`src/rtl/seq_div.sv`:
```
// seq_div: multi-cycle restoring radix-2 divider, signed or unsigned,
// with a valid/ready request side and a valid/ready result side.
//
// state | meaning
// IDLE  | waiting for an operation; op_rdy high
// RUN   | one restoring step per cycle on the operand magnitudes, W cycles
// FIX   | apply result signs and latch quot/rem
// DONE  | result held; res_vld rises one cycle after entry, until res_rdy
module seq_div #(
    parameter int W = 32
) (
    input  logic         clk,
    input  logic         rst_n,
    input  logic         op_vld,
    output logic         op_rdy,
    input  logic         op_signed,
    input  logic [W-1:0] dividend,
    input  logic [W-1:0] divisor,
    input  logic         flush,
    output logic         res_vld,
    input  logic         res_rdy,
    output logic [W-1:0] quot,
    output logic [W-1:0] rem
);

    localparam int CW = $clog2(W);
    localparam logic [CW-1:0] LAST_STEP = CW'(W - 1);

    typedef enum logic [1:0] {IDLE, RUN, FIX, DONE} state_t;

    state_t         r_state;
    state_t         w_next;
    logic [CW-1:0]  r_cnt;
    logic           r_signed;
    logic           r_neg_q;
    logic           r_neg_r;
    logic [W-1:0]   r_q;
    logic [W-1:0]   r_part;
    logic [W-1:0]   r_dvs;
    logic [W-1:0]   r_quot;
    logic [W-1:0]   r_rem;
    logic           r_res_vld;

    logic           w_accept;
    logic [W-1:0]   w_a_abs;
    logic [W-1:0]   w_b_abs;
    logic [W:0]     w_shift;
    logic [W:0]     w_diff;

    assign w_accept = (r_state == IDLE) && op_vld && !flush;
    assign w_a_abs  = (op_signed && dividend[W-1]) ? (~dividend + W'(1)) : dividend;
    assign w_b_abs  = (op_signed && divisor[W-1])  ? (~divisor + W'(1))  : divisor;
    assign w_shift  = {r_part, r_q[W-1]};
    assign w_diff   = w_shift - {1'b0, r_dvs};

    // State register
    always_ff @(posedge clk or negedge rst_n) begin
        if (!rst_n) r_state <= IDLE;
        else        r_state <= w_next;
    end

    // Next-state logic; flush overrides every transition
    always_comb begin
        w_next = r_state;
        case (r_state)
            IDLE: if (op_vld)                w_next = RUN;
            RUN:  if (r_cnt == LAST_STEP)    w_next = FIX;
            FIX:                             w_next = DONE;
            DONE: if (r_res_vld && res_rdy)  w_next = IDLE;
            default:                         w_next = IDLE;
        endcase
        if (flush) w_next = IDLE;
    end

    // FSM outputs
    always_comb begin
        op_rdy  = (r_state == IDLE);
        res_vld = r_res_vld;
        quot    = r_quot;
        rem     = r_rem;
    end

    // Step counter: counts RUN cycles, back to 0 whenever RUN is left
    always_ff @(posedge clk or negedge rst_n) begin
        if (!rst_n)                                      r_cnt <= '0;
        else if (flush || r_state != RUN || r_cnt == LAST_STEP) r_cnt <= '0;
        else                                             r_cnt <= r_cnt + CW'(1);
    end

    // Operand capture and restoring iteration
    always_ff @(posedge clk or negedge rst_n) begin
        if (!rst_n) begin
            r_signed <= 1'b0;
            r_neg_q  <= 1'b0;
            r_neg_r  <= 1'b0;
            r_q      <= '0;
            r_part   <= '0;
            r_dvs    <= '0;
        end else if (w_accept) begin
            r_signed <= op_signed;
            // A zero divisor must yield all ones, so the quotient is never negated.
            r_neg_q  <= op_signed && (dividend[W-1] ^ divisor[W-1]) && (divisor != '0);
            r_neg_r  <= op_signed && dividend[W-1];
            r_q      <= w_a_abs;
            r_part   <= '0;
            r_dvs    <= w_b_abs;
        end else if (r_state == RUN && !flush) begin
            if (!w_diff[W]) begin
                r_part <= w_diff[W-1:0];
                r_q    <= {r_q[W-2:0], 1'b1};
            end else begin
                r_part <= w_shift[W-1:0];
                r_q    <= {r_q[W-2:0], 1'b0};
            end
        end
    end

    // Sign fix-up into the result registers, and result-valid handshake
    always_ff @(posedge clk or negedge rst_n) begin
        if (!rst_n) begin
            r_quot    <= '0;
            r_rem     <= '0;
            r_res_vld <= 1'b0;
        end else if (flush) begin
            r_res_vld <= 1'b0;
        end else begin
            if (r_state == FIX) begin
                r_quot <= (r_signed && r_neg_q) ? (~r_q + W'(1))    : r_q;
                r_rem  <= (r_signed && r_neg_r) ? (~r_part + W'(1)) : r_part;
            end
            if (r_state == DONE && !r_res_vld)   r_res_vld <= 1'b1;
            else if (r_res_vld && res_rdy)       r_res_vld <= 1'b0;
        end
    end

endmodule

```
`config.mk`:
```
export PLATFORM = sky130hd
export DESIGN_NAME = seq_div
export DESIGN_NICKNAME = d
export VERILOG_FILES = /design/src/rtl/seq_div.sv
export SDC_FILE = /design/constraint.sdc
export NUM_CORES = 1
export LEC_CHECK = 0
export ABC_AREA = 1
export CAP_MARGIN = 40
export CORE_UTILIZATION = 40
export CTS_CLUSTER_DIAMETER = 60
export CTS_CLUSTER_SIZE = 16
export DETAILED_ROUTE_END_ITERATION = 10
export HOLD_SLACK_MARGIN = 0.05
export SYNTH_ARGS = -nofsm -noshare
export SYNTH_HDL_FRONTEND = slang
export SYNTH_SLANG_ARGS = --single-unit
```
`constraint.sdc`:
```
create_clock -name clk -period 2.73 [get_ports clk]
set_input_delay 0.4095 -clock clk [delete_from_list [all_inputs] [get_ports clk]]
set_output_delay 0.4095 -clock clk [all_outputs]
set_load 0.02 [all_outputs]
```
==> impl_metrics.yaml, run 1 <==
run_status:
  status: "completed"
synth:
  syn_inst: 2032
  synth_area_per_cell_sq_um: 6.45
  synth_top_cell_by_area: "dfrtp_1"
  synth.distinct_cells: 50
  synthTopCellsByArea: "dfrtp_1, nand2_1, nand3_1"
  synth_seq_cells: 171
  synth-main-ff-cell: "dfrtp_1"
  synth_top_area_share_pct: 32.6
  synthArstFlopShare_pct: 100
  yosysWarnings: 0
  synth_edf_count: 0
  yosysSeqAreaShare_pct: 32.6
  syn_nets: 2145
  syn-cell-area_sq_um: 13100
setup_path:
  arrival_ns: 2.80
  r2r_end: "r_part[8]"
  path_max_fanout: 15
  reg2reg_depth: 17
  worstReg2RegStart: "r_q[31]"
  criticalPathCategory: "reg2reg"
  r2r_slack_ns: 0.26
  crit_path_end_kind: "flip-flop"
  worstPathRequired_ns: 3.06
  cp-start-kind: "flip-flop"
power:
  p_int_mw: 7.44
  switchingPower_mw: 6.72
  p_total_mw: 14.2
  power_frac_comb_pct: 54.1
  ir_drop_mv: 0.451
  switching_share_pct: 47.5
  powerDensity_nw_per_um2: 894
  p_clk_share_pct: 16.8
  seqPwrFrac_pct: 29.1
  p_leak_nw: 8.16
finish:
  final_cell_area_sq_um: 15800
  diodes: 0
  num-nets-final: 2299
  most-common-layout-cells: "nand2_1, inv_1, nand3_1"
  fin_cells: 2633
  final_common_cell: "nand2_1"
  fin_util_pct: 49.7
  drive_gt1_share_pct: 5.78
  nFillCells: 3379
  syn_to_final_growth_pct: 20.8
grt:
  grt.busiest_layer: "met2"
  grt_pass1_wl_mm: 69.2
  grt.total_usage_pct: 26.5
  use_met3_pct: 2.64
  grt_max_degree: 87
  grt_remaining_overflow: 0
  antenna_found_initial: 0
  grt.met2_usage_pct: 42.0
  grt_use_met1_pct: 37.8
  grt_pass1_vias: 12485
routing:
  routed_wl_mm: 43.7
  drt_first_pass_iters: 6
  vias: 13314
  post_drt_via_cell_ratio: 5.06
  ant_nets: 0
  drt_drc_violations_left: 0
  first_iter_violations: 1115
  wl_per_cell_um: 16.6
clock_network:
  tritoncts: "done"
  cts_buffer_depth: 2
  cts-buffers-inserted: 17
  path_clk_slew_ns: 0.08
  htreeDepth: 4
  insertion_delay_ns: 0.45
  clockRootBuffer: "clkbuf_16"
  clock_sinks: 171
sta:
  finClkSkew_ns: 0.0140
  maxSlewHeadroom_pct: 49.1
  finalSetupViolations: 0
  hold_viol: 0
  rsz0062_at_grt: "false"
  min_period_over_period_pct: 90.4
  max_freq_ghz: 0.405
  final_max_slew_viol_count: 0
  period_needed_ns: 2.47
  worstMarginPinSlew_ns: 0.764
  finalSetupTns_ns: 0
hold_path:
  hold_path_class: "in2async"
placed_design:
  placed_area_sq_um: 15200
  numPortBuffers: 135
  dp_cells: 2593
  gp_congestion: 0.957
  dpl.hpwl_mm: 34.7
floorplanning:
  dieArea_sq_um: 33500
  core-area_sq_um: 31900
  initial_core_util_pct: 41.1
  die_h_um: 183
  io_pins: 136
  dieWidth_um: 183
  row_count: 65
run:
  max_cap_viol_count: 0
## cell usage after synthesis (all sizes together), types with 2 or more instances
master and number:
o21bai 8, a31oi 14, o31ai 2, nor3 22, and2 2, inv 284
clkinv 3, xnor2 14, buf 16, nand2 690, clkbuf 40, o22ai 15
nor4 8, o21ai 100, nand3b 13, a21oi 53, or2 8, nor2 193
nand4 31, xor2 56, dfrtp 171, nand3 214, a21o 2, ha 42
o211ai 8, o221ai 16
## final cells by class
cell class / count / area, sq um / share of cell area, %
well taps: 435 / 544 / 3.44
flip-flops and latches: 171 / 4280 / 27.0
repair buffers: 188 / 1830 / 11.5
multi-input cells: 1521 / 7550 / 47.7
inverters: 287 / 1080 / 6.80
clock buffers: 22 / 474 / 2.99
clock inverters: 9 / 78.8 / 0.498
## stage by stage
step | hold WS (ns) | setup slack (ns)
6_report | 0.457 | 0.261
5_1_grt | 0.473 | 0.00690
4_1_cts | 0.462 | 0.212
3_5_place_dp | 0.380 | 0.0905
3_3_place_gp | 0.381 | 0.0290
2_1_floorplan | 0.114 | 0.558
## cells by family (layout without fill, tap and decap cells)
logic type / count (synthesis) / in the layout / share of synthesized area (%)
buffers and inverters: 343 / 506 / 10.2
AOI/OAI and AO/OA: 222 / 222 / 9.88
and+or+nand+nor: 1183 / 1186 / 38.4
adders and majority gates: 43 / 43 / 4.16
xor gates and xnor gates: 70 / 70 / 4.68
DFF: 171 / 171 / 32.6
## power groups by stage
stage / Combinational [mW] / Clock (mW) / Sequential [mW]
6_report: 7.66 / 2.38 / 4.12
3_5_place_dp: 7.61 / 0 / 4.15
5_1_grt: 8.51 / 2.51 / 4.22
2_1_floorplan: 4.47 / 0 / 4.42
4_1_cts: 7.65 / 2.41 / 4.11
3_3_place_gp: 7.60 / 0 / 4.12
## flip-flops by register name, indices dropped and copies added (netlist names)
name      count
r_state       2
rem          32
r_q          32
r_signed      1
res_vld       1
quot         32
r_neg_q       1
r_part       32
r_dvs        32
r_neg_r       1
r_cnt         5
## routing by layer
| layer | vias up | wire length [um] |
|---|---|---|
| met2 | 362 | 19800 |
| met1 | 6085 | 21100 |
| met3 | 59 | 1730 |
| met5 | - | 0 |
| li1 | 6808 | - |
| met4 | 0 | 1120 |
## worst max path at each step
| stage | from | to | slack [ns] | cells after the start |
|---|---|---|---|---|
| after floorplan | r_q[31] | r_part[5] | 0.56 | 18 |
| final | r_q[31] | r_part[8] | 0.26 | 17 |
| after global routing | r_q[31] | r_part[8] | 0.007 | 17 |
| after global placement | divisor[0] | r_dvs[30] | 0.03 | 12 |
| after detailed placement | divisor[0] | r_dvs[22] | 0.09 | 12 |
| after CTS | r_q[31] | r_part[22] | 0.21 | 17 |
## worst max-delay path: stages, from the launching register on
cell and delay (ns):
dfrtp_1 0.34, inv_1 0.07, ha_1 0.25, fa_1 0.40
inv_1 0.08, nand2_1 0.06, nand2_1 0.10, nand3_1 0.09
nand2_2 0.11, nand2_2 0.07, nand2_4 0.07, nand2_4 0.07
nand2_4 0.11, nand2_8 0.14, nand2_8 0.19, nand2_1 0.08
nand3_1 0.07, nand2_1 0.05
## repair_timing
action	CTS	global route
setup endpoints to repair	0	30
setup buffers	0	5
gates resized for setup	0	3
hold buffers	1	0
hold endpoints to repair	43	0
No activity file was read; power rests on OpenSTA's default activity.
==> run 2, diff against run 1 <==
--- a/config.mk
+++ b/config.mk
@@ -5,10 +5,9 @@
 export SDC_FILE = /design/constraint.sdc
 export NUM_CORES = 1
 export LEC_CHECK = 0
-export ABC_AREA = 1
 export CAP_MARGIN = 40
 export CORE_UTILIZATION = 40
-export CTS_CLUSTER_DIAMETER = 60
+export CTS_CLUSTER_DIAMETER = 30
 export CTS_CLUSTER_SIZE = 16
 export DETAILED_ROUTE_END_ITERATION = 10
 export HOLD_SLACK_MARGIN = 0.05
==> run 2 against run 1 <==
The flow now finishes with violations (setup timing). Global-route usage is 4.9 points lower. Core utilization grew 5.5 points. Register-to-register slack lost 0.68 ns. Critical endpoint is now r_part[29]. Sequential cell count unchanged. Total power is 36% higher. Clock skew fell by 0.0054 ns. First-iteration DRC count decreased by 35%. Largest cell class unchanged.
==> impl_metrics.yaml, run 2 <==
run_status:
  status: "finished with violations"
  failed_checks: "setup timing"
clock_network:
  cts-buffers-inserted: 17
  path_clk_slew_ns: 0.07
  clock_sinks: 171
  cts_buffer_depth: 2
  htreeDepth: 4
  clockRootBuffer: "clkbuf_16"
  insertion_delay_ns: 0.43
  tritoncts: "done"
setup_path:
  reg2reg_depth: 15
  worstPathRequired_ns: 3.03
  path_max_fanout: 6
  worstReg2RegStart: "r_dvs[0]"
  r2r_slack_ns: -0.42
  crit_path_end_kind: "flip-flop"
  criticalPathCategory: "reg2reg"
  arrival_ns: 3.45
  cp-start-kind: "flip-flop"
  r2r_end: "r_part[29]"
synth:
  syn-cell-area_sq_um: 11200
  synth_seq_cells: 171
  synth_top_cell_by_area: "dfrtp_1"
  synth_top_area_share_pct: 38.3
  yosysSeqAreaShare_pct: 38.3
  synthTopCellsByArea: "dfrtp_1, xnor2_1, nand2_1"
  yosysMostFrequentCell: "nand2_1"
  syn_nets: 1451
  synth_edf_count: 0
  synth.distinct_cells: 66
  synth_area_per_cell_sq_um: 8.35
  synth-main-ff-cell: "dfrtp_1"
  netlist_top_cells_count: "nand2_1, dfrtp_1, o21ai_0"
  yosysWarnings: 0
  syn_inst: 1338
  synthArstFlopShare_pct: 100
routing:
  drt_drc_violations_left: 0
  first_iter_violations: 723
  routed_wl_mm: 30.3
  drt_first_pass_iters: 5
  post_drt_via_cell_ratio: 5.15
  wl_per_cell_um: 15.4
  ant_nets: 0
  vias: 10175
sta:
  finalWorstSetupSlack_ns: -0.422
  max_freq_ghz: 0.317
  hold_viol: 0
  rsz0062_at_grt: "true"
  finalSetupViolations: 33
  period_needed_ns: 3.15
  min_period_over_period_pct: 115
  final_max_slew_viol_count: 0
  worstMarginPinSlew_ns: 1.00
  maxSlewHeadroom_pct: 33.2
  finClkSkew_ns: 0.00860
run:
  max_cap_viol_count: 0
placed_design:
  gp_congestion: 0.877
  dpl.hpwl_mm: 22.5
  numPortBuffers: 135
  dp_slack_ns: -0.543
finish:
  drive_gt1_share_pct: 16.8
  nFillCells: 2577
  final_common_cell: "nand2_1"
  syn_to_final_growth_pct: 34.3
  diodes: 0
  num-nets-final: 1702
  most-common-layout-cells: "nand2_1, dfrtp_1, buf_4"
power:
  power_frac_comb_pct: 63.2
  switchingPower_mw: 8.26
  p_leak_nw: 6.63
  switching_share_pct: 42.8
  powerDensity_nw_per_um2: 1290
  p_total_mw: 19.3
  p_int_mw: 11.1
  ir_drop_mv: 0.699
  p_clk_share_pct: 13.1
  seqPwrFrac_pct: 23.7
floorplanning:
  dieWidth_um: 169
  core-area_sq_um: 27200
  row_count: 60
  dieArea_sq_um: 28600
  io_pins: 136
  die_h_um: 169
  initial_core_util_pct: 41.1
grt:
  grt_pass1_vias: 9626
  grt.total_usage_pct: 21.6
  grt_max_degree: 91
  grt_pass1_wl_mm: 49.2
  grt_remaining_overflow: 0
  antenna_found_initial: 0
hold_path:
  hold_path_class: "in2async"
## run 2: repair_timing
action / CTS / global route
gates cloned: 1 / 1
setup buffers: 12 / 16
resized for setup: 7 / 50
hold buffers: 1 / 0
endpoints found under the setup margin: 41 / 52
pin swaps: 9 / 39
hold endpoints to repair: 39 / 0
## run 2: cells by family after synthesis
group,synth area share [%]
and+or+nand+nor,17.8
AOI/OAI and AO/OA,18.9
DFF,38.3
xor gates and xnor gates,11.8
buffers and inverters,5.52
adders and majority gates,4.88
muxes,2.69
## run 2: area by class of cell
class / instances / area [sq um] / share of cell area [%]
clock inverters: 14 / 159 / 1.06
flip-flops and latches: 171 / 4280 / 28.5
well taps: 372 / 465 / 3.10
clock buffers: 18 / 439 / 2.93
inverters: 67 / 251 / 1.68
repair buffers: 305 / 2810 / 18.7
multi-input cells: 1027 / 6600 / 44.0
## run 2: per-layer routing
| metal | share of wire [%] | track usage (%) | vias up |
|---|---|---|---|
| li1 | - | - | 5116 |
| met1 | 50 | 31.0 | 4816 |
| met2 | 46 | 34.2 | 226 |
| met3 | 3.9 | 3.06 | 17 |
| met4 | 0.83 | 5.05 | 0 |
| met5 | 0 | 0 | - |
## run 2: power groups by stage
stage | Combinational [mW] | Clock (mW) | Sequential [mW]
after floorplan | 6.77 | 0 | 4.88
after global placement | 10.7 | 0 | 4.54
after detailed placement | 10.9 | 0 | 4.59
after CTS | 11.4 | 2.58 | 4.54
after global routing | 13.3 | 2.68 | 4.72
final | 12.2 | 2.54 | 4.58
## run 2: worst max-delay path by stage
stage / slack, ns / start / to
final: -0.42 / r_dvs[0] / r_part[29]
after global routing: -0.59 / r_dvs[0] / r_part[29]
after CTS: -0.44 / r_dvs[0] / r_part[6]
after detailed placement: -0.54 / r_dvs[0] / r_part[19]
after global placement: -0.48 / r_dvs[0] / r_part[14]
after floorplan: -0.32 / r_q[31] / r_part[9]
## run 2: worst max-delay path, stage by stage (launching register included)
cell and delay [ns]:
dfrtp_1 0.41, ha_4 0.17, fa_2 0.35, and2b_1 0.23
nor3_2 0.04, o21ai_1 0.15, a31o_2 0.21, a31oi_4 0.10
o21ai_2 0.17, nand3_2 0.10, a31o_4 0.26, xor2_4 0.26
buf_6 0.16, buf_12 0.11, mux2i_2 0.20, a211oi_2 0.08
## run 2: metrics by stage
step	area [sq um]	TNS [ns]	utilization (%)	cells	hold WS, ns
floorplan	11200	-8.73	-	1338	0.114
global placement	13800	-17.61	51.0	1913	0.363
detailed placement	13800	-20.24	51.0	1913	0.368
CTS	14600	-13.20	53.8	1959	0.469
global route	15000	-17.51	55.2	1974	0.487
finish	15000	-11.63	55.2	1974	0.472
==> run 3, diff against run 2 <==
==> constraint.sdc (replaced) <==
create_clock -name clk -period 3.5 [get_ports clk]
set_input_delay 0.525 -clock clk [delete_from_list [all_inputs] [get_ports clk]]
set_output_delay 0.525 -clock clk [all_outputs]
set_load 0.1 [all_outputs]
==> run 3 against run 2 <==
Core utilization shrank 0.84 points. Routed wire length shrank 3.2%. Sequential cell count is the same. Sequential power shrank 21%. Largest cell class unchanged. Hold slack lost 0.42 ns. Highest routed layer unchanged. Non-clock buffer count shrank 61. The run now ends clean.
==> impl_metrics.yaml, run 3 (same netlist as run 2, synthesis figures left out) <==
run_status:
  status: "completed"
clock_network:
  cts_buffer_depth: 2
  insertion_delay_ns: 0.44
  cts_hold_buffers: 0
  cts-buffers-inserted: 17
  clockRootBuffer: "clkbuf_16"
  clock_sinks: 171
  htreeDepth: 4
  path_clk_slew_ns: 0.07
  tritoncts: "done"
grt:
  grt.total_usage_pct: 21.3
  antenna_found_initial: 0
  grt_remaining_overflow: 0
  grt_pass1_wl_mm: 49.0
  grt_pass1_vias: 9604
  grt_max_degree: 65
setup_path:
  cp_top_family: "compound AO/OA/AOI/OAI gates"
  crit_top_cell: "o21ai_2"
  critPathLaunch: "r_q[31]"
  r2r_slack_ns: 0.17
  criticalPathCategory: "reg2reg"
  crit_chain: "inv_1 > ha_1 > fa_2 > and2b_1 > nor3_2 > o21ai_2 > a31o_2 > a31oi_2 > o21ai_2 > nand3_2 > a31o_4 > xor2_4 > buf_4 > or4_1 > nand3_1"
  path_max_fanout: 4
  crit_path_end_kind: "flip-flop"
  cp-start-kind: "flip-flop"
  cp_slowest_cell: "or4_1"
  reg2reg_depth: 15
  cpPeakStageDelay_ns: 0.46
  critical_path_buf_inv_count: 2
  worstPathRequired_ns: 3.87
  worstReg2RegStart: "r_q[31]"
  arrival_ns: 3.69
  r2r_end: "r_part[31]"
sta:
  max_freq_ghz: 0.300
  hold_ws_ns: 0.0521
  period_needed_ns: 3.33
  worstMarginPinSlew_ns: 0.880
  maxSlewHeadroom_pct: 41.3
  hold_viol: 0
  finalSetupTns_ns: 0
  finalSetupViolations: 0
  final_max_slew_viol_count: 0
  finClkSkew_ns: 0.0137
  min_period_over_period_pct: 95.1
run:
  max_cap_viol_count: 0
routing:
  vias: 10041
  wl_per_cell_um: 15.4
  first_iter_violations: 711
  drt_drc_violations_left: 0
  routed_wl_mm: 29.4
  drt_first_pass_iters: 5
  post_drt_via_cell_ratio: 5.25
  ant_nets: 0
placed_design:
  gp_congestion: 0.878
  dpl.hpwl_mm: 22.5
  placed_area_sq_um: 14100
  numPortBuffers: 135
finish:
  most-common-layout-cells: "nand2_1, dfrtp_1, o21ai_0"
  drive_gt1_share_pct: 11.2
  final_cell_area_sq_um: 14800
  num-nets-final: 1641
  nFillCells: 2527
  final_common_cell: "nand2_1"
  syn_to_final_growth_pct: 32.3
  diodes: 0
power:
  ir_drop_mv: 0.604
  p_total_mw: 16.1
  powerDensity_nw_per_um2: 1090
  p_leak_nw: 6.48
floorplanning:
  row_count: 60
  io_pins: 136
  initial_core_util_pct: 41.1
  dieArea_sq_um: 28600
  dieWidth_um: 169
  core-area_sq_um: 27200
  die_h_um: 169
hold_path:
  hold_path_class: "in2async"
[run 3: changes by cell type in the layout (fill, tap and decap cells not counted), sizes merged]
cell and delta:
buf -58, clkbuf -1, clkdlybuf4s50 -1, clkinv -1, clkinvlp +1, dlygate4sd3 -1
[run 3: report_power, final]
group | internal (mW) | switching, mW | leakage, nW | total [mW]
Clock | 1.09 | 0.873 | 0.292 | 1.96
Combinational | 4.32 | 6.18 | 4.03 | 10.5
Sequential | 2.82 | 0.827 | 2.15 | 3.64
Total | 8.22 | 7.88 | 6.48 | 16.1
[run 3: worst max path at each step]
stage	cells past startpoint	slack, ns	to
finish	15	0.17	r_part[31]
global route	15	-0.008	r_part[31]
CTS	15	0.04	r_part[31]
detailed placement	15	-0.08	r_part[8]
global placement	15	-0.01	r_part[16]
floorplan	16	0.32	r_part[24]
[run 3: per-stage QoR]
stage,util [%],cells,setup WS (ns)
floorplan,-,1338,0.318
finish,54.4,1913,0.171
global route,54.4,1913,-0.00774
global placement,48.0,1812,-0.0146
detailed placement,52.0,1877,-0.0819
CTS,54.2,1911,0.0409
[run 3: repair_timing]
action                                  CTS  global route
buffers inserted                          2             2
resized for setup                         0             4
pin swaps                                 0             2
endpoints found under the setup margin   24            33
[run 3: metal layers]
layer / track usage [%] / share of wire (%) / vias up
li1: - / - / 5002
met1: 29.8 / 47 / 4754
met2: 34.0 / 46 / 242
met3: 2.41 / 4.0 / 43
met4: 7.60 / 2.3 / 0
met5: 0 / 0 / -
[run 3: worst register-to-register path, delay by kind of cell, from the launching register on]
kind / cells / cell delay (ns)
buffers and inverters: 2 / 0.22
AND/OR/NAND/NOR: 5 / 0.93
adder cells (fa/ha/maj): 2 / 0.59
AO/OA/AOI/OAI: 5 / 1.00
flip-flops: 1 / 0.34
XOR/XNOR: 1 / 0.18
[run 3: layout make-up]
type / instances / area (sq um) / share of cell area [%]
clock buffer: 18 / 439 / 2.97
clock inverter: 14 / 160 / 1.08
inverter: 67 / 251 / 1.70
multi-input combinational: 1027 / 6320 / 42.8
sequential: 171 / 4280 / 29.0
tap: 372 / 465 / 3.15
timing repair buffer: 244 / 2860 / 19.3
